<file path="config.mk">
export PLATFORM = sky130hd
export DESIGN_NAME = m62_rom_loader_flat
export DESIGN_NICKNAME = d
export VERILOG_FILES = /design/src/rtl/m62_rom_loader_pkg.sv /design/src/rtl/m62_rom_loader_if.sv /design/src/rtl/m62_rom_loader_fifo.sv /design/src/rtl/m62_rom_loader.sv /design/src/flat_wrapper.sv
export SDC_FILE = /design/constraint.sdc
export NUM_CORES = 1
export LEC_CHECK = 0
export ABC_CLOCK_PERIOD_IN_PS = 15560
export BUFFER_PORTS_ARGS = -buffer_cell sky130_fd_sc_hd__buf_2
export CORE_MARGIN = 1.5
export CORE_UTILIZATION = 40
export CTS_CLUSTER_DIAMETER = 150
export DETAILED_ROUTE_END_ITERATION = 8
export PLACE_DENSITY = 0.66
export SYNTH_ARGS = -nofsm -noshare
export SYNTH_HDL_FRONTEND = slang
export SYNTH_HIERARCHICAL = 1
export SYNTH_SLANG_ARGS = --single-unit
</file>
<file path="constraint.sdc">
create_clock -name clk_sys -period 15.56 [get_ports clk_sys]
set_clock_uncertainty 0.2 [all_clocks]
set_input_delay 3.112 -clock clk_sys [delete_from_list [all_inputs] [get_ports clk_sys]]
set_output_delay 3.112 -clock clk_sys [all_outputs]
set_load 0.02 [all_outputs]
</file>
<file path="src/rtl/m62_rom_loader_pkg.sv">
// rtl/m62_rom_loader_pkg.sv - shared types and region map for the ROM download path
package m62_dl_pkg;

  typedef enum logic [1:0] {IDLE, ISSUE, WAIT_ACK} dl_state_e;

  typedef struct packed {
    logic [24:0] addr;
    logic [7:0]  data;
  } dl_entry_t;

  localparam logic [24:0] M62_SP_BASE   = 25'h30000;
  localparam logic [24:0] M62_PROM_BASE = 25'hA0000;

  // Byte lane select for a 16-bit SDRAM word: odd bytes use the upper lane.
  function automatic logic [1:0] byte_sel(input logic a0);
    return {a0, ~a0};
  endfunction

endpackage

</file>
<file path="src/rtl/m62_rom_loader_if.sv">
// rtl/m62_rom_loader_if.sv - toggle-handshake write ports 1 and 2 towards the SDRAM controller
interface m62_rom_loader_if;
  logic        port1_req;
  logic        port1_ack;
  logic [22:0] port1_a;
  logic [1:0]  port1_ds;
  logic [15:0] port1_d;
  logic        port1_we;
  logic        port2_req;
  logic        port2_ack;
  logic [22:0] port2_a;
  logic [1:0]  port2_ds;
  logic [15:0] port2_d;
  logic        port2_we;

  modport master (
    output port1_req, port1_a, port1_ds, port1_d, port1_we,
    output port2_req, port2_a, port2_ds, port2_d, port2_we,
    input  port1_ack, port2_ack
  );

  modport slave (
    input  port1_req, port1_a, port1_ds, port1_d, port1_we,
    input  port2_req, port2_a, port2_ds, port2_d, port2_we,
    output port1_ack, port2_ack
  );
endinterface

</file>
<file path="src/rtl/m62_rom_loader_fifo.sv">
// rtl/m62_rom_loader_fifo.sv - small synchronous FIFO of download entries; pushes on full are dropped
module m62_dl_fifo
  import m62_dl_pkg::*;
#(
  parameter int DEPTH = 4,
  parameter int CW    = $clog2(DEPTH) + 1
) (
  input  logic          clk,
  input  logic          rst_n,
  input  logic          push,
  input  dl_entry_t     push_data,
  input  logic          pop,
  output dl_entry_t     pop_data,
  output logic          full,
  output logic          empty,
  output logic [CW-1:0] count
);

  localparam int AW = $clog2(DEPTH);

  dl_entry_t     mem_q [DEPTH];
  logic [AW-1:0] wr_ptr_q, wr_ptr_d, rd_ptr_q, rd_ptr_d;
  logic [CW-1:0] count_q, count_d;
  logic          do_push, do_pop;

  assign full     = (count_q == CW'(DEPTH));
  assign empty    = (count_q == '0);
  assign count    = count_q;
  assign pop_data = mem_q[rd_ptr_q];

  always_comb begin
    do_push  = push & ~full;
    do_pop   = pop & ~empty;
    wr_ptr_d = wr_ptr_q + AW'(do_push);
    rd_ptr_d = rd_ptr_q + AW'(do_pop);
    count_d  = count_q + CW'(do_push) - CW'(do_pop);
  end

  always_ff @(posedge clk or negedge rst_n) begin
    if (!rst_n) begin
      wr_ptr_q <= '0;
      rd_ptr_q <= '0;
      count_q  <= '0;
    end else begin
      wr_ptr_q <= wr_ptr_d;
      rd_ptr_q <= rd_ptr_d;
      count_q  <= count_d;
    end
  end

  always_ff @(posedge clk) begin
    if (do_push) mem_q[wr_ptr_q] <= push_data;
  end

endmodule

</file>
<file path="src/rtl/m62_rom_loader.sv">
// rtl/m62_rom_loader.sv - ioctl byte stream to SDRAM port1/port2 writes, PROM strobes and core reset stretch
// Optional rom_sum byte checksum output when ROM_CHECKSUM_EN is defined.
module m62_rom_loader
  import m62_dl_pkg::*;
#(
  parameter int          FIFO_DEPTH = 4,
  parameter logic [24:0] SP_BASE    = M62_SP_BASE,
  parameter logic [24:0] PROM_BASE  = M62_PROM_BASE,
  parameter int          RST_W      = 16
) (
  input  logic             clk_sys,
  input  logic             reset_n,
  input  logic             ioctl_download,
  input  logic             ioctl_wr,
  input  logic [24:0]      ioctl_addr,
  input  logic [7:0]       ioctl_dout,
  output logic             ioctl_wait,
  input  logic             reset_req,
  m62_rom_loader_if.master sdram,
  output logic             prom_wr,
  output logic [11:0]      prom_addr,
  output logic [7:0]       prom_d,
  output logic             rom_loaded,
  output logic             core_reset,
  output logic             ovf_err
`ifdef ROM_CHECKSUM_EN
  ,
  output logic [15:0]      rom_sum
`endif
);

  localparam int CW = $clog2(FIFO_DEPTH) + 1;

  dl_state_e       state_q, state_d;
  dl_entry_t       cap_q, cap_d, hold_q, hold_d, pop_data;
  logic            wr_r_q, wr_r_d, wr_rr_q, wr_rr_d, dl_r_q, dl_r_d, dl_rr_q, dl_rr_d;
  logic            p1_req_q, p1_req_d, p1_we_q, p1_we_d;
  logic            p2_req_q, p2_req_d, p2_we_q, p2_we_d, p2_pend_q, p2_pend_d;
  logic            prom_wr_q, prom_wr_d;
  logic [11:0]     prom_addr_q, prom_addr_d;
  logic [7:0]      prom_data_q, prom_data_d;
  logic            wait_q, wait_d, ovf_q, ovf_d, loaded_q, loaded_d, armed_q, armed_d;
  logic            core_reset_q, core_reset_d;
  logic [RST_W-1:0] rst_cnt_q, rst_cnt_d;
  logic            push, pop, full, empty, dl_rise, dl_fall, loaded_set, p1_done, p2_done;
  logic [CW-1:0]   count;
  logic [23:0]     p2_off;
  logic [11:0]     prom_off;

  // Inputs are registered first, so the write edge is detected one cycle after hps_io drives it.
  assign push    = wr_r_q & ~wr_rr_q & dl_r_q;
  assign dl_rise = dl_r_q & ~dl_rr_q;
  assign dl_fall = ~dl_r_q & dl_rr_q;
  assign p2_off  = hold_q.addr[23:0] - SP_BASE[23:0];
  assign prom_off = hold_q.addr[11:0] - PROM_BASE[11:0];

  m62_dl_fifo #(.DEPTH(FIFO_DEPTH), .CW(CW)) u_fifo (
    .clk       (clk_sys),
    .rst_n     (reset_n),
    .push      (push),
    .push_data (cap_q),
    .pop       (pop),
    .pop_data  (pop_data),
    .full      (full),
    .empty     (empty),
    .count     (count)
  );

  always_comb begin
    wr_r_d      = ioctl_wr;
    wr_rr_d     = wr_r_q;
    dl_r_d      = ioctl_download;
    dl_rr_d     = dl_r_q;
    cap_d       = '{addr: ioctl_addr, data: ioctl_dout};
    state_d     = state_q;
    hold_d      = hold_q;
    pop         = 1'b0;
    p1_req_d    = p1_req_q;
    p1_we_d     = p1_we_q;
    p2_req_d    = p2_req_q;
    p2_we_d     = p2_we_q;
    p2_pend_d   = p2_pend_q;
    prom_wr_d   = 1'b0;
    prom_addr_d = prom_addr_q;
    prom_data_d = prom_data_q;
    p1_done     = (sdram.port1_ack == p1_req_q);
    p2_done     = !p2_pend_q || (sdram.port2_ack == p2_req_q);

    case (state_q)
      IDLE: begin
        if (!empty) begin
          pop     = 1'b1;
          hold_d  = pop_data;
          state_d = ISSUE;
        end
      end
      ISSUE: begin
        p1_req_d  = ~p1_req_q;
        p1_we_d   = 1'b1;
        p2_pend_d = (hold_q.addr >= SP_BASE);
        if (hold_q.addr >= SP_BASE) begin
          p2_req_d = ~p2_req_q;
          p2_we_d  = 1'b1;
        end
        if (hold_q.addr >= PROM_BASE) begin
          prom_wr_d   = 1'b1;
          prom_addr_d = prom_off;
          prom_data_d = hold_q.data;
        end
        state_d = WAIT_ACK;
      end
      WAIT_ACK: begin
        if (p1_done) p1_we_d = 1'b0;
        if (p2_done) p2_we_d = 1'b0;
        if (p1_done && p2_done) state_d = IDLE;
      end
      default: state_d = IDLE;
    endcase

    // A download counts as loaded only once every queued byte has been acknowledged.
    loaded_set = armed_q && (state_q == IDLE) && empty && !push;
    armed_d    = dl_rise ? 1'b0 : (dl_fall ? 1'b1 : (loaded_set ? 1'b0 : armed_q));
    loaded_d   = dl_rise ? 1'b0 : (loaded_set ? 1'b1 : loaded_q);
    ovf_d      = ovf_q | (push & full);
    wait_d     = (count >= CW'(FIFO_DEPTH - 1));

    if (reset_req || !loaded_q || ioctl_download) rst_cnt_d = '1;
    else if (rst_cnt_q != '0)                     rst_cnt_d = rst_cnt_q - 1'b1;
    else                                          rst_cnt_d = rst_cnt_q;
    core_reset_d = (rst_cnt_d != '0);
  end

  always_ff @(posedge clk_sys or negedge reset_n) begin
    if (!reset_n) begin
      wr_r_q       <= 1'b0;
      wr_rr_q      <= 1'b0;
      dl_r_q       <= 1'b0;
      dl_rr_q      <= 1'b0;
      cap_q        <= '0;
      state_q      <= IDLE;
      hold_q       <= '0;
      p1_req_q     <= 1'b0;
      p1_we_q      <= 1'b0;
      p2_req_q     <= 1'b0;
      p2_we_q      <= 1'b0;
      p2_pend_q    <= 1'b0;
      prom_wr_q    <= 1'b0;
      prom_addr_q  <= '0;
      prom_data_q  <= '0;
      wait_q       <= 1'b0;
      ovf_q        <= 1'b0;
      loaded_q     <= 1'b0;
      armed_q      <= 1'b0;
      rst_cnt_q    <= '1;
      core_reset_q <= 1'b1;
    end else begin
      wr_r_q       <= wr_r_d;
      wr_rr_q      <= wr_rr_d;
      dl_r_q       <= dl_r_d;
      dl_rr_q      <= dl_rr_d;
      cap_q        <= cap_d;
      state_q      <= state_d;
      hold_q       <= hold_d;
      p1_req_q     <= p1_req_d;
      p1_we_q      <= p1_we_d;
      p2_req_q     <= p2_req_d;
      p2_we_q      <= p2_we_d;
      p2_pend_q    <= p2_pend_d;
      prom_wr_q    <= prom_wr_d;
      prom_addr_q  <= prom_addr_d;
      prom_data_q  <= prom_data_d;
      wait_q       <= wait_d;
      ovf_q        <= ovf_d;
      loaded_q     <= loaded_d;
      armed_q      <= armed_d;
      rst_cnt_q    <= rst_cnt_d;
      core_reset_q <= core_reset_d;
    end
  end

  assign sdram.port1_req = p1_req_q;
  assign sdram.port1_we  = p1_we_q;
  assign sdram.port1_a   = hold_q.addr[23:1];
  assign sdram.port1_ds  = byte_sel(hold_q.addr[0]);
  assign sdram.port1_d   = {2{hold_q.data}};
  assign sdram.port2_req = p2_req_q;
  assign sdram.port2_we  = p2_we_q;
  assign sdram.port2_a   = p2_off[23:1];
  assign sdram.port2_ds  = byte_sel(p2_off[0]);
  assign sdram.port2_d   = {2{hold_q.data}};
  assign ioctl_wait      = wait_q;
  assign prom_wr         = prom_wr_q;
  assign prom_addr       = prom_addr_q;
  assign prom_d          = prom_data_q;
  assign rom_loaded      = loaded_q;
  assign core_reset      = core_reset_q;
  assign ovf_err         = ovf_q;

`ifdef ROM_CHECKSUM_EN
  logic [15:0] sum_q, sum_d;

  always_comb begin
    sum_d = sum_q;
    if (dl_rise)                                 sum_d = '0;
    else if ((state_q == ISSUE) && !loaded_q)    sum_d = sum_q + {8'h00, hold_q.data};
  end

  always_ff @(posedge clk_sys or negedge reset_n) begin
    if (!reset_n) sum_q <= '0;
    else          sum_q <= sum_d;
  end

  assign rom_sum = sum_q;
`endif

endmodule

</file>
<file path="src/flat_wrapper.sv">
// flat-port wrapper written by rule: the top's interface ports become plain ports
module m62_rom_loader_flat import m62_dl_pkg::*;
#(
  parameter int          FIFO_DEPTH = 4,
  parameter logic [24:0] SP_BASE    = M62_SP_BASE,
  parameter logic [24:0] PROM_BASE  = M62_PROM_BASE,
  parameter int          RST_W      = 16
)
  (clk_sys, reset_n, ioctl_download, ioctl_wr, ioctl_addr, ioctl_dout, ioctl_wait, reset_req, prom_wr, prom_addr, prom_d, rom_loaded, core_reset, ovf_err, sdram_port1_req, sdram_port1_a, sdram_port1_ds, sdram_port1_d, sdram_port1_we, sdram_port2_req, sdram_port2_a, sdram_port2_ds, sdram_port2_d, sdram_port2_we, sdram_port1_ack, sdram_port2_ack);
  m62_rom_loader_if sdram_i ();
  input  logic clk_sys;
  input  logic reset_n;
  input  logic ioctl_download;
  input  logic ioctl_wr;
  input  logic [24:0] ioctl_addr;
  input  logic [7:0] ioctl_dout;
  output logic ioctl_wait;
  input  logic reset_req;
  output logic prom_wr;
  output logic [11:0] prom_addr;
  output logic [7:0] prom_d;
  output logic rom_loaded;
  output logic core_reset;
  output logic ovf_err;
  output wire logic [$bits(sdram_i.port1_req)-1:0] sdram_port1_req;
  output wire logic [$bits(sdram_i.port1_a)-1:0] sdram_port1_a;
  output wire logic [$bits(sdram_i.port1_ds)-1:0] sdram_port1_ds;
  output wire logic [$bits(sdram_i.port1_d)-1:0] sdram_port1_d;
  output wire logic [$bits(sdram_i.port1_we)-1:0] sdram_port1_we;
  output wire logic [$bits(sdram_i.port2_req)-1:0] sdram_port2_req;
  output wire logic [$bits(sdram_i.port2_a)-1:0] sdram_port2_a;
  output wire logic [$bits(sdram_i.port2_ds)-1:0] sdram_port2_ds;
  output wire logic [$bits(sdram_i.port2_d)-1:0] sdram_port2_d;
  output wire logic [$bits(sdram_i.port2_we)-1:0] sdram_port2_we;
  input wire logic [$bits(sdram_i.port1_ack)-1:0] sdram_port1_ack;
  input wire logic [$bits(sdram_i.port2_ack)-1:0] sdram_port2_ack;
  assign sdram_port1_req = sdram_i.port1_req;
  assign sdram_port1_a = sdram_i.port1_a;
  assign sdram_port1_ds = sdram_i.port1_ds;
  assign sdram_port1_d = sdram_i.port1_d;
  assign sdram_port1_we = sdram_i.port1_we;
  assign sdram_port2_req = sdram_i.port2_req;
  assign sdram_port2_a = sdram_i.port2_a;
  assign sdram_port2_ds = sdram_i.port2_ds;
  assign sdram_port2_d = sdram_i.port2_d;
  assign sdram_port2_we = sdram_i.port2_we;
  assign sdram_i.port1_ack = sdram_port1_ack;
  assign sdram_i.port2_ack = sdram_port2_ack;
  m62_rom_loader #(.FIFO_DEPTH(FIFO_DEPTH), .SP_BASE(SP_BASE), .PROM_BASE(PROM_BASE), .RST_W(RST_W)) u_core (.clk_sys(clk_sys), .reset_n(reset_n), .ioctl_download(ioctl_download), .ioctl_wr(ioctl_wr), .ioctl_addr(ioctl_addr), .ioctl_dout(ioctl_dout), .ioctl_wait(ioctl_wait), .reset_req(reset_req), .sdram(sdram_i), .prom_wr(prom_wr), .prom_addr(prom_addr), .prom_d(prom_d), .rom_loaded(rom_loaded), .core_reset(core_reset), .ovf_err(ovf_err));
endmodule
</file>
### After elaboration in Yosys (flattened, before gate mapping)

Memories as Yosys holds them, arrays and structs flattened. A register that Yosys moved wholly into a read port is not among the register bits.
Index checks and enable logic that the tools add are counted.

| word-level totals | value |
|---|---|
| output and inout port bits | 111 |
| flip-flop bits (word level) | 93 |
| logic and storage cells | 106 |
| memory bits (writable) | 132 |
| memories | 1 |

Memory list:

| memory | depth | width | read ports | clocked after memory_dff | wr ports | RTL line | RTL |
|---|---|---|---|---|---|---|---|
| u_core.u_fifo.mem_q | 4 | 33 | 1 | 1 | 1 | m62_rom_loader_fifo.sv:21 | `dl_entry_t mem_q [DEPTH];` |

| operators by class | value |
|---|---|
| muxes and demuxes | 21 |
| equality and inequality tests | 10 |
| bitwise gates (word level) | 17 |
| $lt $le $gt $ge | 3 |
| $add $sub $neg | 6 |
| reductions and logical operators | 24 |

Operator list:

| cell | number |
|---|---|
| 16-bit two-way mux | 2 |
| 16-bit nonzero test | 2 |
| 25-bit by 18-bit greater-or-equal comparator with 1-bit output, second input constant | 1 |
| 25-bit by 20-bit greater-or-equal comparator with 1-bit output, second input constant | 1 |
| 24-bit by 18-bit subtractor with 24-bit output, second input constant | 1 |
| 16-bit by 1-bit subtractor with 16-bit output, second input constant | 1 |
| 1-bit two-way mux | 14 |
| 2-bit AND reduction | 5 |
| 1-bit inverter | 9 |
| 2-bit by 1-bit != test with 1-bit output, second input constant | 4 |
| 1-bit bitwise AND | 7 |
| 2-bit one-hot mux with 3 select lines | 1 |
| 2-bit by 1-bit adder with 2-bit output | 2 |
| 1-bit logical AND | 4 |
| 1-bit logical NOT | 4 |
| 2-bit two-way mux | 2 |
| 1-bit one-hot mux with 2 select lines | 2 |
| 2-bit nonzero test | 2 |
| 3-bit by 1-bit adder with 3-bit output | 1 |
| 3-bit == test, second input constant | 1 |
| 3-bit by 2-bit greater-or-equal comparator with 1-bit output, second input constant | 1 |
| 3-bit logical NOT | 1 |
| 1-bit logical OR | 3 |
| 3-bit AND reduction | 1 |
| other kinds (8) | 9 |

### Logic depth before layout (Yosys ltp)

Gate-level depths: netlist of the first run.

| logic depth | value |
|---|---|
| depth after elaboration | 8 |
| gate-level depth with buffers | 11 |
| mapped depth without buffers | 9 |

### Modules after synthesis

The synthesis of the first run kept the hierarchy.

Modules (own cells, without submodules):

| module | instances | area an instance (um^2) | seq. area each (um^2) | cells an instance |
|---|---|---|---|---|
| m62_rom_loader | 1 | 5217.5 | 2999.1 | 416 |
| m62_dl_fifo | 1 | 5203.7 | 4139.0 | 204 |

### Worst setup path after synthesis of the first run

Ideal clock, no wire load.

| timing | value |
|---|---|
| kind | register to register |
| start point | register u_core.dl_r_q |
| end point | memory u_core/u_fifo/mem_q[0][0] (netlist bit), enable pin |
| cell stages (with the launch flop) | 4 |
| arrival time | 4.510 ns |
| period minus slack after synthesis | 5.227 ns |
| slack | 10.333 ns |
| cells stage by stage | dfrtp_1 > inv_1 > nor3b_1 > nor4b_1 |

| on the way | value |
|---|---|
| longest elaborated chain between the ends | 4 |

RTL lines:

| element | RTL line | RTL |
|---|---|---|
| start, declared | m62_rom_loader.sv:36 | `logic wr_r_q, wr_r_d, wr_rr_q, wr_rr_d, dl_r_q, dl_r_d, dl_rr_q, dl_rr_d;` |
| start signal, assigned | m62_rom_loader.sv:159 | `dl_r_q <= dl_r_d;` |
| 1-bit bitwise AND | m62_rom_loader.sv:51 | `assign push = wr_r_q & ~wr_rr_q & dl_r_q;` |
| named net u_core.push | m62_rom_loader.sv:45 | `logic push, pop, full, empty, dl_rise, dl_fall, loaded_set, p1_done, p2_done;` |
| 1-bit bitwise AND | m62_rom_loader_fifo.sv:32 | `do_push = push & ~full;` |
| 1-bit two-way mux | m62_rom_loader_fifo.sv:52 | `if (do_push) mem_q[wr_ptr_q] <= push_data;` |
| 1-bit two-way mux (not written as such) | m62_rom_loader_fifo.sv:52 |  |
| end, declared | m62_rom_loader_fifo.sv:21 |  |

The timed path passes the listed nets, and every way through them passes these cells.

### Final worst setup path of the first run

| timing | value |
|---|---|
| start point | register u_core.hold_q (netlist bit u_core/sdram.port1_a[16]) |
| end point | output port sdram_port2_a[22] |

| on the way | value |
|---|---|
| longest elaborated chain between the ends | 1 |

RTL lines:

| element | RTL line | RTL |
|---|---|---|
| start, declared | m62_rom_loader.sv:35 | `dl_entry_t cap_q, cap_d, hold_q, hold_d, pop_data;` |
| start signal, assigned | m62_rom_loader.sv:163 | `hold_q <= hold_d;` |
| 24-bit by 18-bit subtractor with 24-bit output | m62_rom_loader.sv:54 | `assign p2_off = hold_q.addr[23:0] - SP_BASE[23:0];` |
| end, declared | flat_wrapper.sv:31 | `output wire logic [$bits(sdram_i.port2_a)-1:0] sdram_port2_a;` |

Every way passes these cells.

==> results of run 1 <==
sequential cells by signal (all words and copies together), names as in the netlist, 2 cells and up:
signal,cells
u_core/u_fifo/wr_ptr_q,2
u_core/rst_cnt_q,16
u_core/sdram.port1_a,23
u_core/prom_addr,12
u_core/cap_q,33
u_core/u_fifo/mem_q,132
u_core/state_q,2
u_core/sdram.port1_d,8
u_core/u_fifo/count,3
u_core/u_fifo/rd_ptr_q,2
u_core/prom_d,8
area by class of cell:
type	count	area, sq um	share of cell area (%)
Clock buffer	33	749	6.28
Clock inverter	17	159	1.33
Inverter	16	60.1	0.503
Multi-Input combinational cell	253	2580	21.7
Sequential cell	258	7140	59.8
Tap cell	330	413	3.46
Timing Repair Buffer	159	825	6.91
worst register-to-register path, stage by stage (launching register included):
cell     delay, ns
dfrtp_1       0.40
inv_1         0.11
ha_1          0.20
nor4b_1       0.32
nand4_1       0.20
nor4_1        0.37
o31ai_1       0.18
a31oi_2       0.18
buf_4         0.33
mux2_2        0.40
worst paths after layout:
| kind | from | to | slack, ns |
|---|---|---|---|
| setup reg to reg | u_core/sdram.port1_a[15] | u_core/prom_addr[9] | 12.56 |
| setup / recovery | u_core/sdram.port1_a[16] | sdram_port2_a[22] | 9.81 |
| min in group asynchronous | reset_n | u_core/cap_q[18] | 2.36 |
| hold / removal | u_core/wr_r_q | u_core/wr_rr_q | 0.17 |
| hold reg to reg | u_core/wr_r_q | u_core/wr_rr_q | 0.17 |
| max in group asynchronous | reset_n | u_core/u_fifo/rd_ptr_q[0] | 11.51 |
synth_stat cells (all sizes together) (12+ instances only):
cell / number / area share [%]
nor2: 13 / 0.47
dfstp: 17 / 4.3
dfrtp: 109 / 26
xor2: 12 / 1.0
mux2: 51 / 5.5
ha: 12 / 1.4
nand2: 15 / 0.54
inv: 16 / 0.58
buf: 84 / 6.3
xnor2: 12 / 1.0
edfxtp: 132 / 38
mux4: 33 / 7.3
power by group:
group	switching [mW]	internal (mW)	total, mW
clock	0.260	0.378	0.638
sequential	0.137	0.845	0.982
combinational	0.439	0.352	0.791
total	0.836	1.58	2.41
layer usage:
metal / GRT usage, % / up-vias
met2: 25.0 / 149
met4: 3.52 / 0
li1: - / 2431
met5: 0 / -
met3: 3.31 / 27
met1: 18.7 / 2714
through the flow:
| step | instances | utilization, % | setup WS [ns] | cell area, sq um | hold WS, ns |
|---|---|---|---|---|---|
| floorplan | 620 | - | 10.33 | 10400 | 0.146 |
| CTS | 1066 | 47.0 | 9.82 | 11900 | 0.173 |
| global route | 1066 | 47.0 | 9.61 | 11900 | 0.199 |
| finish | 1066 | 47.0 | 9.81 | 11900 | 0.170 |
| detailed placement | 1016 | 43.4 | 10.43 | 11000 | 0.168 |
| global placement | 1016 | 43.4 | 10.47 | 11000 | 0.160 |
kinds of logic (layout without fill, tap and decap cells):
| family | Yosys count | after routing | share of synthesized area [%] |
|---|---|---|---|
| AOI/OAI and AO/OA | 40 | 40 | 2.61 |
| xor gates and xnor gates | 24 | 24 | 2.02 |
| adders and majority gates | 13 | 13 | 1.63 |
| buffers and inverters | 109 | 225 | 7.19 |
| DFF | 258 | 258 | 68.5 |
| muxes | 85 | 85 | 12.9 |
| and+or+nand+nor | 91 | 91 | 5.14 |
==> out/metrics.cfg, run 1 <==
[run_status]
status = complete, no violations

[synthesis]
synth_edf_count = 132
ys_seq_elements = 258
synth_nets = 673
ys_seq_area_share_pct = 68.5
async_flop_share_pct = 48.8
yosysUniqueCellTypes = 59
synth_area_per_cell_sq_um = 16.8
syn_area_sq_um = 10400
yosys_warnings = 6
syn_inst = 620
synth_top_flop_cell = edfxtp_1

[clock_network]
clock_path_buffers = 3
cts_tree = yes
ctsHtreeMaxLevel = 1
clock_sinks = 258
cts_buffers = 27
cts_hold_buf = 0
cts_setup_buffers = 0
cts-root-buf = clkbuf_16
cts.repair.resized = 0
clk_latency_ns = 0.54
clkTransAtPathRegs_ns = 0.06

[setup_path]
cp-start-kind = flop
rr_worst_depth = 9
slowest_stage = nor3b_1
path_cells = a21oi_1, nor3b_1, nand2_1, xnor2_1, buf_2
worst_path_dominant_cell_family = simple AND/OR/NAND/NOR gates
cp.depth = 5
cp-end-kind = primary output
cp_num_buf_inv = 1
crit_type = reg -> out
cp_data_required_time_ns = 12.25
path_max_fanout = 6
cpPeakStageDelay_ns = 0.70
crit_arrival_ns = 2.43

[placed_design]
portBuffers = 150
detailed_place_hpwl_microns = 12000
gp_congestion = 0.794

[die]
core_area_sq_um = 25400
die_y_microns = 164
io-pin-count = 151
start_util_pct = 41.0
core.rowCount = 58
die_x_microns = 164
die_area_sq_um = 27000

[layout]
nFillCells = 2214
nets = 768
syn_to_final_growth_pct = 14.5
drive_above_1_share_pct = 43.2
layout_commonest_cell = buf_2
final_cell_mix = 149 x buf_2, 132 x edfxtp_1, 107 x dfrtp_1
n_antenna_cell = 0

[job]
max-cap-violations = 0

[worst_hold_path]
hold-path-cell-count = 0
min_path_type = reg -> reg

[sta]
setup_viol = 0
hold_viol = 0
finalCriticalPeriod_ns = 5.75
tns_ns = 0
slew_violations = 0
worstMarginPinSlew_ns = 0.983
relSlewSlack_pct = 34.5
rsz0062_at_grt = no
finalCritPeriodShare_pct = 36.9
max_freq_ghz = 0.174

[detailed_routing]
drtIter0Drc = 351
detail-route-antenna-nets = 0
met3_length_microns = 1130
routed.top_layer = met4
wl_met1_microns = 7970
met2WireLength_microns = 9560
totalWireLength_microns = 19000
dr.pass1.iters = 4
via_per_inst = 4.99
num_vias = 5321
wire_per_inst_microns = 17.8
drc = 0

[global_routing]
grt_pass1_vias = 5403
grt-ovfl-total = 0
antenna_found_initial = 0
grtUsageTotal_pct = 14.6
grt_max_degree = 69
grt_pass1_wl_microns = 30100

[pwr]
p_leak_nw = 4.61
power_mw = 2.41
powerDensity_nw_per_um2 = 202
vdd_drop_max_mv = 0.112

Power figures use the tool's default switching activity.
==> inputs of run 2 (changes only) <==
--- a/config.mk
+++ b/config.mk
@@ -5,13 +5,14 @@
 export SDC_FILE = /design/constraint.sdc
 export NUM_CORES = 1
 export LEC_CHECK = 0
-export ABC_CLOCK_PERIOD_IN_PS = 15560
+export ABC_AREA = 1
+export ABC_CLOCK_PERIOD_IN_PS = 4900
 export BUFFER_PORTS_ARGS = -buffer_cell sky130_fd_sc_hd__buf_2
 export CORE_MARGIN = 1.5
 export CORE_UTILIZATION = 40
 export CTS_CLUSTER_DIAMETER = 150
 export DETAILED_ROUTE_END_ITERATION = 8
-export PLACE_DENSITY = 0.66
+export PLACE_DENSITY = 0.68
 export SYNTH_ARGS = -nofsm -noshare
 export SYNTH_HDL_FRONTEND = slang
 export SYNTH_HIERARCHICAL = 1
==> constraint.sdc (replaced) <==
create_clock -name clk_sys -period 4.9 [get_ports clk_sys]
set_clock_uncertainty 0.2 [all_clocks]
set_input_delay 0.98 -clock clk_sys [delete_from_list [all_inputs] [get_ports clk_sys]]
set_output_delay 0.98 -clock clk_sys [all_outputs]
set_load 0.02 [all_outputs]
==> run 2 against run 1 <==
Against the previous run:
- sequential cell count stayed put
- clock power grew to 2.8 times the previous value
- final cell count grew 34%
- largest cell class unchanged
==> out/metrics.cfg, run 2 <==
[run_status]
status = complete, no violations  ; unchanged

[layout]
stdcell_count = 1432  ; was 1066
drive_above_1_share_pct = 22.4  ; was 43.2%
nFillCells = 2450  ; was 2214
top_register = u_core/u_fifo/mem_q  ; unchanged
syn_to_final_growth_pct = 11.7  ; was 14.5%
n_antenna_cell = 0  ; unchanged
final_cell_mix = 191 x nand2_1, 149 x buf_2, 142 x nor2_1  ; was 149 x buf_2, 132 x edfxtp_1, 107 x dfrtp_1
layout_commonest_cell = nand2_1  ; was buf_2
largest_reg_flops = 132  ; unchanged
nets = 1125  ; was 768

[setup_path]
path_max_fanout = 4  ; was 6
slowest_stage = dfrtp_1  ; was nor3b_1
cp-start-kind = flop  ; unchanged
r2r_start = u_core/sdram.port1_a[20]  ; was u_core/sdram.port1_a[15]
regToRegSetupSlack_ns = 2.11  ; was 12.56 ns
path_cells = inv_1, o21ai_0, nor3_1, nand3_1, xor2_1, buf_2  ; was a21oi_1, nor3b_1, nand2_1, xnor2_1, buf_2
crit_type = reg -> out  ; unchanged
cp_data_required_time_ns = 3.72  ; was 12.25 ns
cpPeakStageDelay_ns = 0.41  ; was 0.70 ns
timing.rr.end = u_core/prom_addr[4]  ; was u_core/prom_addr[9]
rr_worst_depth = 6  ; was 9
cp-end-kind = primary output  ; unchanged
crit_arrival_ns = 2.05  ; was 2.43 ns

[die]
core_area_sq_um = 26800  ; was 25400 sq um
core.rowCount = 60  ; was 58
start_util_pct = 40.5  ; was 41.0%
die_area_sq_um = 28200  ; was 27000 sq um
io-pin-count = 151  ; unchanged
die_x_microns = 168  ; was 164 microns
die_y_microns = 168  ; was 164 microns

[synthesis]
synth.area.top_cells = edfxtp_1 36%, dfrtp_1 25%, nand2_1 6.6%, buf_4 5.4%, nor2_1 5.1%  ; was edfxtp_1 38%, dfrtp_1 26%, mux4_2 6.1%, mux2_2 5.5%, buf_4 5.3%
synth_nets = 1047  ; was 673
async_flop_share_pct = 48.8  ; unchanged
yosysMostFrequentCell = nand2_1  ; was edfxtp_1
ys_seq_area_share_pct = 65.7  ; was 68.5%
synth_area_per_cell_sq_um = 10.9  ; was 16.8 sq um
syn_area_sq_um = 10900  ; was 10400 sq um
synth_top_flop_cell = edfxtp_1  ; unchanged
yosysUniqueCellTypes = 35  ; was 59
synth_edf_count = 132  ; unchanged
synth_common_cells = 191 x nand2_1, 147 x nor2_1, 132 x edfxtp_1  ; was 132 x edfxtp_1, 109 x dfrtp_1, 73 x buf_4
synth_top_area_cell = edfxtp_1  ; unchanged
yosys_warnings = 6  ; unchanged
ys_seq_elements = 258  ; unchanged
synth_top_area_share_pct = 36.5  ; was 38.0%
syn_inst = 994  ; was 620

[detailed_routing]
detail-route-antenna-nets = 0  ; unchanged
drtIter0Drc = 503  ; was 351
drc = 0  ; unchanged
wire_per_inst_microns = 15.1  ; was 17.8 microns
via_per_inst = 4.70  ; was 4.99
totalWireLength_microns = 21600  ; was 19000 microns
dr.pass1.iters = 5  ; was 4
num_vias = 6728  ; was 5321

[sta]
worstMarginPinSlew_ns = 1.09  ; was 0.983 ns
setup_viol = 0  ; unchanged
tns_ns = 0  ; unchanged
finalCritPeriodShare_pct = 65.9
finalCriticalPeriod_ns = 3.23
slew_violations = 0  ; unchanged
rsz0062_at_grt = no  ; unchanged
hold_viol = 0  ; unchanged
layout_setup_ws_ns = 1.67  ; was 9.81 ns
relSlewSlack_pct = 27.1  ; was 34.5%
max_freq_ghz = 0.310

[placed_design]
gp_congestion = 0.845  ; was 0.794
place_inst = 1384  ; was 1016
place_ws_ns = 2.17  ; was 10.43 ns
portBuffers = 150  ; unchanged
detailed_place_hpwl_microns = 14300  ; was 12000 microns

[pwr]
p_leak_nw = 5.20  ; was 4.61 nW
power_mw = 7.51  ; was 2.41 mW
powerDensity_nw_per_um2 = 619  ; was 202 nW/um^2
vdd_drop_max_mv = 0.250  ; was 0.112 mV

[worst_hold_path]
min_path_type = reg -> reg  ; unchanged
min_to = u_core/wr_rr_q  ; unchanged
min-delay-start = u_core/wr_r_q  ; unchanged
hold-path-cell-count = 0  ; unchanged

[clock_network]
clock_path_buffers = 3  ; unchanged
clock_sinks = 258  ; unchanged
cts_buffers = 27  ; unchanged
clk_latency_ns = 0.52  ; was 0.54 ns
clkTransAtPathRegs_ns = 0.06  ; about the same
ctsHtreeMaxLevel = 1  ; unchanged
cts.repair.resized = 0  ; unchanged
cts_tree = yes  ; unchanged
cts_setup_buffers = 0  ; unchanged
cts-root-buf = clkbuf_16  ; unchanged
cts_hold_buf = 0  ; unchanged

[global_routing]
grt_pass1_vias = 6312  ; was 5403
grt_pass1_wl_microns = 33900  ; was 30100 microns
grt-ovfl-total = 0  ; unchanged
antenna_found_initial = 0  ; unchanged
grt_max_degree = 71  ; was 69
grtUsageTotal_pct = 15.2  ; was 14.6%

[job]
max-cap-violations = 0  ; unchanged

-- run 2: cell count changes after synthesis, moves of 32 or more --
cell,delta
nand2_1,+176
nor2_1,+134
o21ai_1,+62
mux2_2,-51
o21ai_0,+41
nand3_1,+34
inv_1,+32
-- run 2: stage by stage --
| stage | hold slack [ns] | instance area [sq um] | utilization, % |
|---|---|---|---|
| floorplan | 0.154 | 10900 | - |
| global placement | 0.165 | 11400 | 42.4 |
| detailed placement | 0.177 | 11400 | 42.4 |
| CTS | 0.190 | 12100 | 45.3 |
| global route | 0.200 | 12100 | 45.3 |
| finish | 0.185 | 12100 | 45.3 |
-- run 2: logic make-up (layout without fill, tap and decap cells) --
group,after synthesis,count (layout),synth area share (%)
and+or+nand+nor,414,414,16.3
buffers and inverters,160,257,8.87
adders and majority gates,13,13,1.57
AOI/OAI and AO/OA,134,134,6.39
DFF,258,258,65.7
xor gates and xnor gates,15,15,1.21
-- run 2: layout make-up --
type,count,area [sq um],share of cell area [%]
clock buffer,37,713,5.87
clock inverter,11,56.3,0.464
inverter,52,195,1.61
multi-input combinational,576,2800,23.1
sequential,258,7140,58.8
tap,341,427,3.51
timing repair buffer,157,810,6.67
-- run 2: how the worst max path moves through the flow --
stage / startpoint / end / slack (ns) / cells after the start
after floorplan: u_core/dl_r_q / u_core/u_fifo/mem_q[0][0] / 2.17 / 4
after global routing: u_core/sdram.port1_a[15] / sdram_port2_a[22] / 1.55 / 6
after detailed placement: u_core/sdram.port1_a[20] / u_core/prom_addr[0] / 2.17 / 5
after CTS: u_core/sdram.port1_a[17] / sdram_port2_a[22] / 1.69 / 6
final: u_core/sdram.port1_a[17] / sdram_port2_a[22] / 1.67 / 6
after global placement: u_core/sdram.port1_a[20] / u_core/prom_addr[0] / 2.14 / 5
-- run 2: layer usage --
layer	part of all wire, %	routed length, microns	global-route usage, %
met1	46	10000	21.1
met2	46	9930	24.4
met3	5.4	1170	3.01
met4	2.3	497	4.74
met5	0	0	0
-- run 2: power by group --
group / internal, mW / leakage, nW / switching (mW)
clock network: 1.01 / 0.375 / 0.759
registers: 2.67 / 2.68 / 0.327
logic: 0.835 / 2.14 / 1.91
total: 4.52 / 5.20 / 3.00
-- run 2: worst max-delay path, delay by kind of cell, from the launching register on --
kind                   cells  cell delay, ns
AND/OR/NAND/NOR            2            0.55
flip-flops                 1            0.41
buffers and inverters      2            0.30
XOR/XNOR                   1            0.15
AO/OA/AOI/OAI              1            0.14
==> inputs of run 3 (changes only) <==
--- a/config.mk
+++ b/config.mk
@@ -5,8 +5,8 @@
 export SDC_FILE = /design/constraint.sdc
 export NUM_CORES = 1
 export LEC_CHECK = 0
-export ABC_AREA = 1
-export ABC_CLOCK_PERIOD_IN_PS = 4900
+export ABC_AREA = 0
+export ABC_CLOCK_PERIOD_IN_PS = 2850
 export BUFFER_PORTS_ARGS = -buffer_cell sky130_fd_sc_hd__buf_2
 export CORE_MARGIN = 1.5
 export CORE_UTILIZATION = 40
==> constraint.sdc (replaced) <==
create_clock -name clk_sys -period 2.85 [get_ports clk_sys]
set_clock_uncertainty 0.2 [all_clocks]
set_input_delay 0.57 -clock clk_sys [delete_from_list [all_inputs] [get_ports clk_sys]]
set_output_delay 0.57 -clock clk_sys [all_outputs]
set_load 0.02 [all_outputs]
==> run 3 against run 2 <==
Against the previous run:
- utilization up 4.2 points
- combinational power up 71%
- first-iteration DRC count down 25%
- sequential share of layout area down 2.0 points
- clock power up 100%
- largest cell class unchanged
- sequential cell count unchanged
==> out/metrics.cfg, run 3 (synthesis gave the netlist of run 1 again) <==
[placed_design]
portBuffers = 150  ; unchanged
detailed_place_hpwl_microns = 12900  ; was 14300 microns
gp_congestion = 0.888  ; was 0.845
place_inst = 1029  ; was 1384

[global_routing]
grt_pass1_wl_microns = 31200  ; was 33900 microns
grtUsageTotal_pct = 15.1  ; was 15.2%
antenna_found_initial = 0  ; unchanged
grt_pass1_vias = 5608  ; was 6312
grt_max_degree = 48  ; was 71
grt-ovfl-total = 0  ; unchanged

[layout]
syn_to_final_growth_pct = 20.6  ; was 11.7%
drive_above_1_share_pct = 41.9  ; was 22.4%
stdcell_count = 1118  ; was 1432
nets = 819  ; was 1125
top_register = u_core/u_fifo/mem_q  ; unchanged
final_cell_mix = 148 x buf_2, 132 x edfxtp_1, 107 x dfrtp_1  ; was 191 x nand2_1, 149 x buf_2, 142 x nor2_1
layout_commonest_cell = buf_2  ; was nand2_1
largest_reg_flops = 132  ; unchanged

[sta]
worstMarginPinSlew_ns = 1.00  ; was 1.09 ns
setup_viol = 0  ; unchanged
slew_violations = 0  ; unchanged
max_freq_ghz = 0.364
finalCriticalPeriod_ns = 2.75
hold_ws_ns = 0.158  ; was 0.185 ns
hold_viol = 0  ; unchanged
rsz0062_at_grt = no  ; unchanged
relSlewSlack_pct = 33.2  ; was 27.1%
finalCritPeriodShare_pct = 96.4
tns_ns = 0  ; unchanged

[clock_network]
cts-root-buf = clkbuf_16  ; unchanged
clock_path_buffers = 3  ; unchanged
clock_sinks = 258  ; unchanged
cts_buffers = 27  ; unchanged
ctsHtreeMaxLevel = 1  ; unchanged
clkTransAtPathRegs_ns = 0.06  ; about the same
clk_latency_ns = 0.53  ; was 0.52 ns
cts_tree = yes  ; unchanged

[setup_path]
rr_worst_depth = 8  ; was 6
worst_path_dominant_cell_family = simple AND/OR/NAND/NOR gates  ; unchanged
path_max_fanout = 4  ; unchanged
cp.depth = 5  ; was 6
timing.rr.end = u_core/core_reset  ; was u_core/prom_addr[4]
cp-start-kind = flop  ; unchanged
r2r_start = u_core/rst_cnt_q[0]  ; was u_core/sdram.port1_a[20]
crit_end = sdram_port2_a[21]  ; was sdram_port2_a[22]
cpPeakStageDelay_ns = 0.42  ; was 0.41 ns
critical_path.startpoint = u_core/sdram.port1_a[15]  ; was u_core/sdram.port1_a[17]
path_cells = ha_2, or3_4, nor3_4, xor2_1, buf_4  ; was inv_1, o21ai_0, nor3_1, nand3_1, xor2_1, buf_2
cp_data_required_time_ns = 2.08  ; was 3.72 ns
crit_type = reg -> out  ; unchanged
crit_arrival_ns = 1.98  ; was 2.05 ns
regToRegSetupSlack_ns = 0.21  ; was 2.11 ns
cp-end-kind = primary output  ; unchanged
slowest_stage = dfrtp_1  ; unchanged
cp_num_buf_inv = 1  ; was 2

[die]
core.rowCount = 58  ; was 60
core_area_sq_um = 25400  ; was 26800 sq um
die_area_sq_um = 27000  ; was 28200 sq um
start_util_pct = 41.0  ; was 40.5%
die_x_microns = 164  ; was 168 microns
die_y_microns = 164  ; was 168 microns
io-pin-count = 151  ; unchanged

[pwr]
powerDensity_nw_per_um2 = 1090  ; was 619 nW/um^2
vdd_drop_max_mv = 0.752  ; was 0.250 mV
power_mw = 13.6  ; was 7.51 mW
p_leak_nw = 4.88  ; was 5.20 nW

[detailed_routing]
totalWireLength_microns = 19800  ; was 21600 microns
drtIter0Drc = 378  ; was 503
num_vias = 5571  ; was 6728
dr.pass1.iters = 4  ; was 5
detail-route-antenna-nets = 0  ; unchanged
via_per_inst = 4.98  ; was 4.70
drc = 0  ; unchanged
wire_per_inst_microns = 17.7  ; was 15.1 microns

[job]
max-cap-violations = 0  ; unchanged

[worst_hold_path]
min_path_type = in -> reg  ; was reg -> reg

[run_status]
status = complete, no violations  ; unchanged

==> run 3: cell count changes in the layout (fill, tap and decap cells not counted), sizes merged, moves of 35 or more <==
cell	previous run	this run
nand2	200	15
o21ai	117	11
nand3	40	5
dlygate4sd3	0	36
mux2	0	51
nor2	159	13
==> run 3: cell type report <==
cell class | count | area [sq um]
Antenna cell | 1 | 2.50
Inverter | 16 | 60.1
Tap cell | 330 | 413
Sequential cell | 258 | 7140
Multi-Input combinational cell | 253 | 2630
Clock inverter | 13 | 195
Fill cell | 2134 | 12800
Timing Repair Buffer | 210 | 1390
Clock buffer | 37 | 733
==> run 3: layer usage <==
metal	wire length, microns	up-vias	part of all wire [%]	global-route usage (%)
li1	-	2540	-	-
met1	8560	2842	43	19.9
met2	9700	153	49	25.5
met3	918	36	4.6	2.69
met4	580	0	2.9	5.08
met5	0	-	0	0
==> run 3: how the worst min path moves through the flow <==
stage | slack [ns] | startpoint | endpoint | cells past startpoint
detailed placement | 0.15 | u_core/wr_r_q | u_core/wr_rr_q | 0
CTS | 0.13 | reset_req | u_core/rst_cnt_q[7] | 3
finish | 0.16 | reset_req | u_core/rst_cnt_q[7] | 3
floorplan | 0.07 | reset_n | u_core/armed_q | 0
global placement | 0.15 | u_core/wr_r_q | u_core/wr_rr_q | 0
global route | 0.16 | reset_req | u_core/rst_cnt_q[7] | 3
==> run 3: worst reg2reg max path: stages (launching register included) <==
cell      delay, ns
dfstp_2        0.39
inv_1          0.10
ha_1           0.22
or3b_2         0.53
or2_2          0.34
o311ai_1       0.39
nor2_1         0.10
and4_1         0.23
nand4_1        0.09
==> run 3: repair_timing <==
item / 4_1_cts / 5_1_grt
buffers inserted: 2 / 0
hold buffers: 36 / 0
resized for setup: 3 / 6
endpoints found under the setup margin: 3 / 4
hold endpoints to repair: 56 / 0
==> run 3: per-stage QoR <==
step | setup WS, ns | util [%] | area (sq um)
after floorplan | 0.126 | - | 10500
after global placement | 0.226 | 44.2 | 11200
after detailed placement | 0.0809 | 44.2 | 11200
after CTS | 0.000110 | 49.4 | 12500
after global routing | 0.0165 | 49.5 | 12600
final | 0.101 | 49.5 | 12600
==> run 3: power breakdown <==
part,internal [mW],leakage [nW],switching (mW)
combinational,2.14,1.79,2.55
sequential,4.61,2.64,0.725
clock,2.25,0.447,1.36
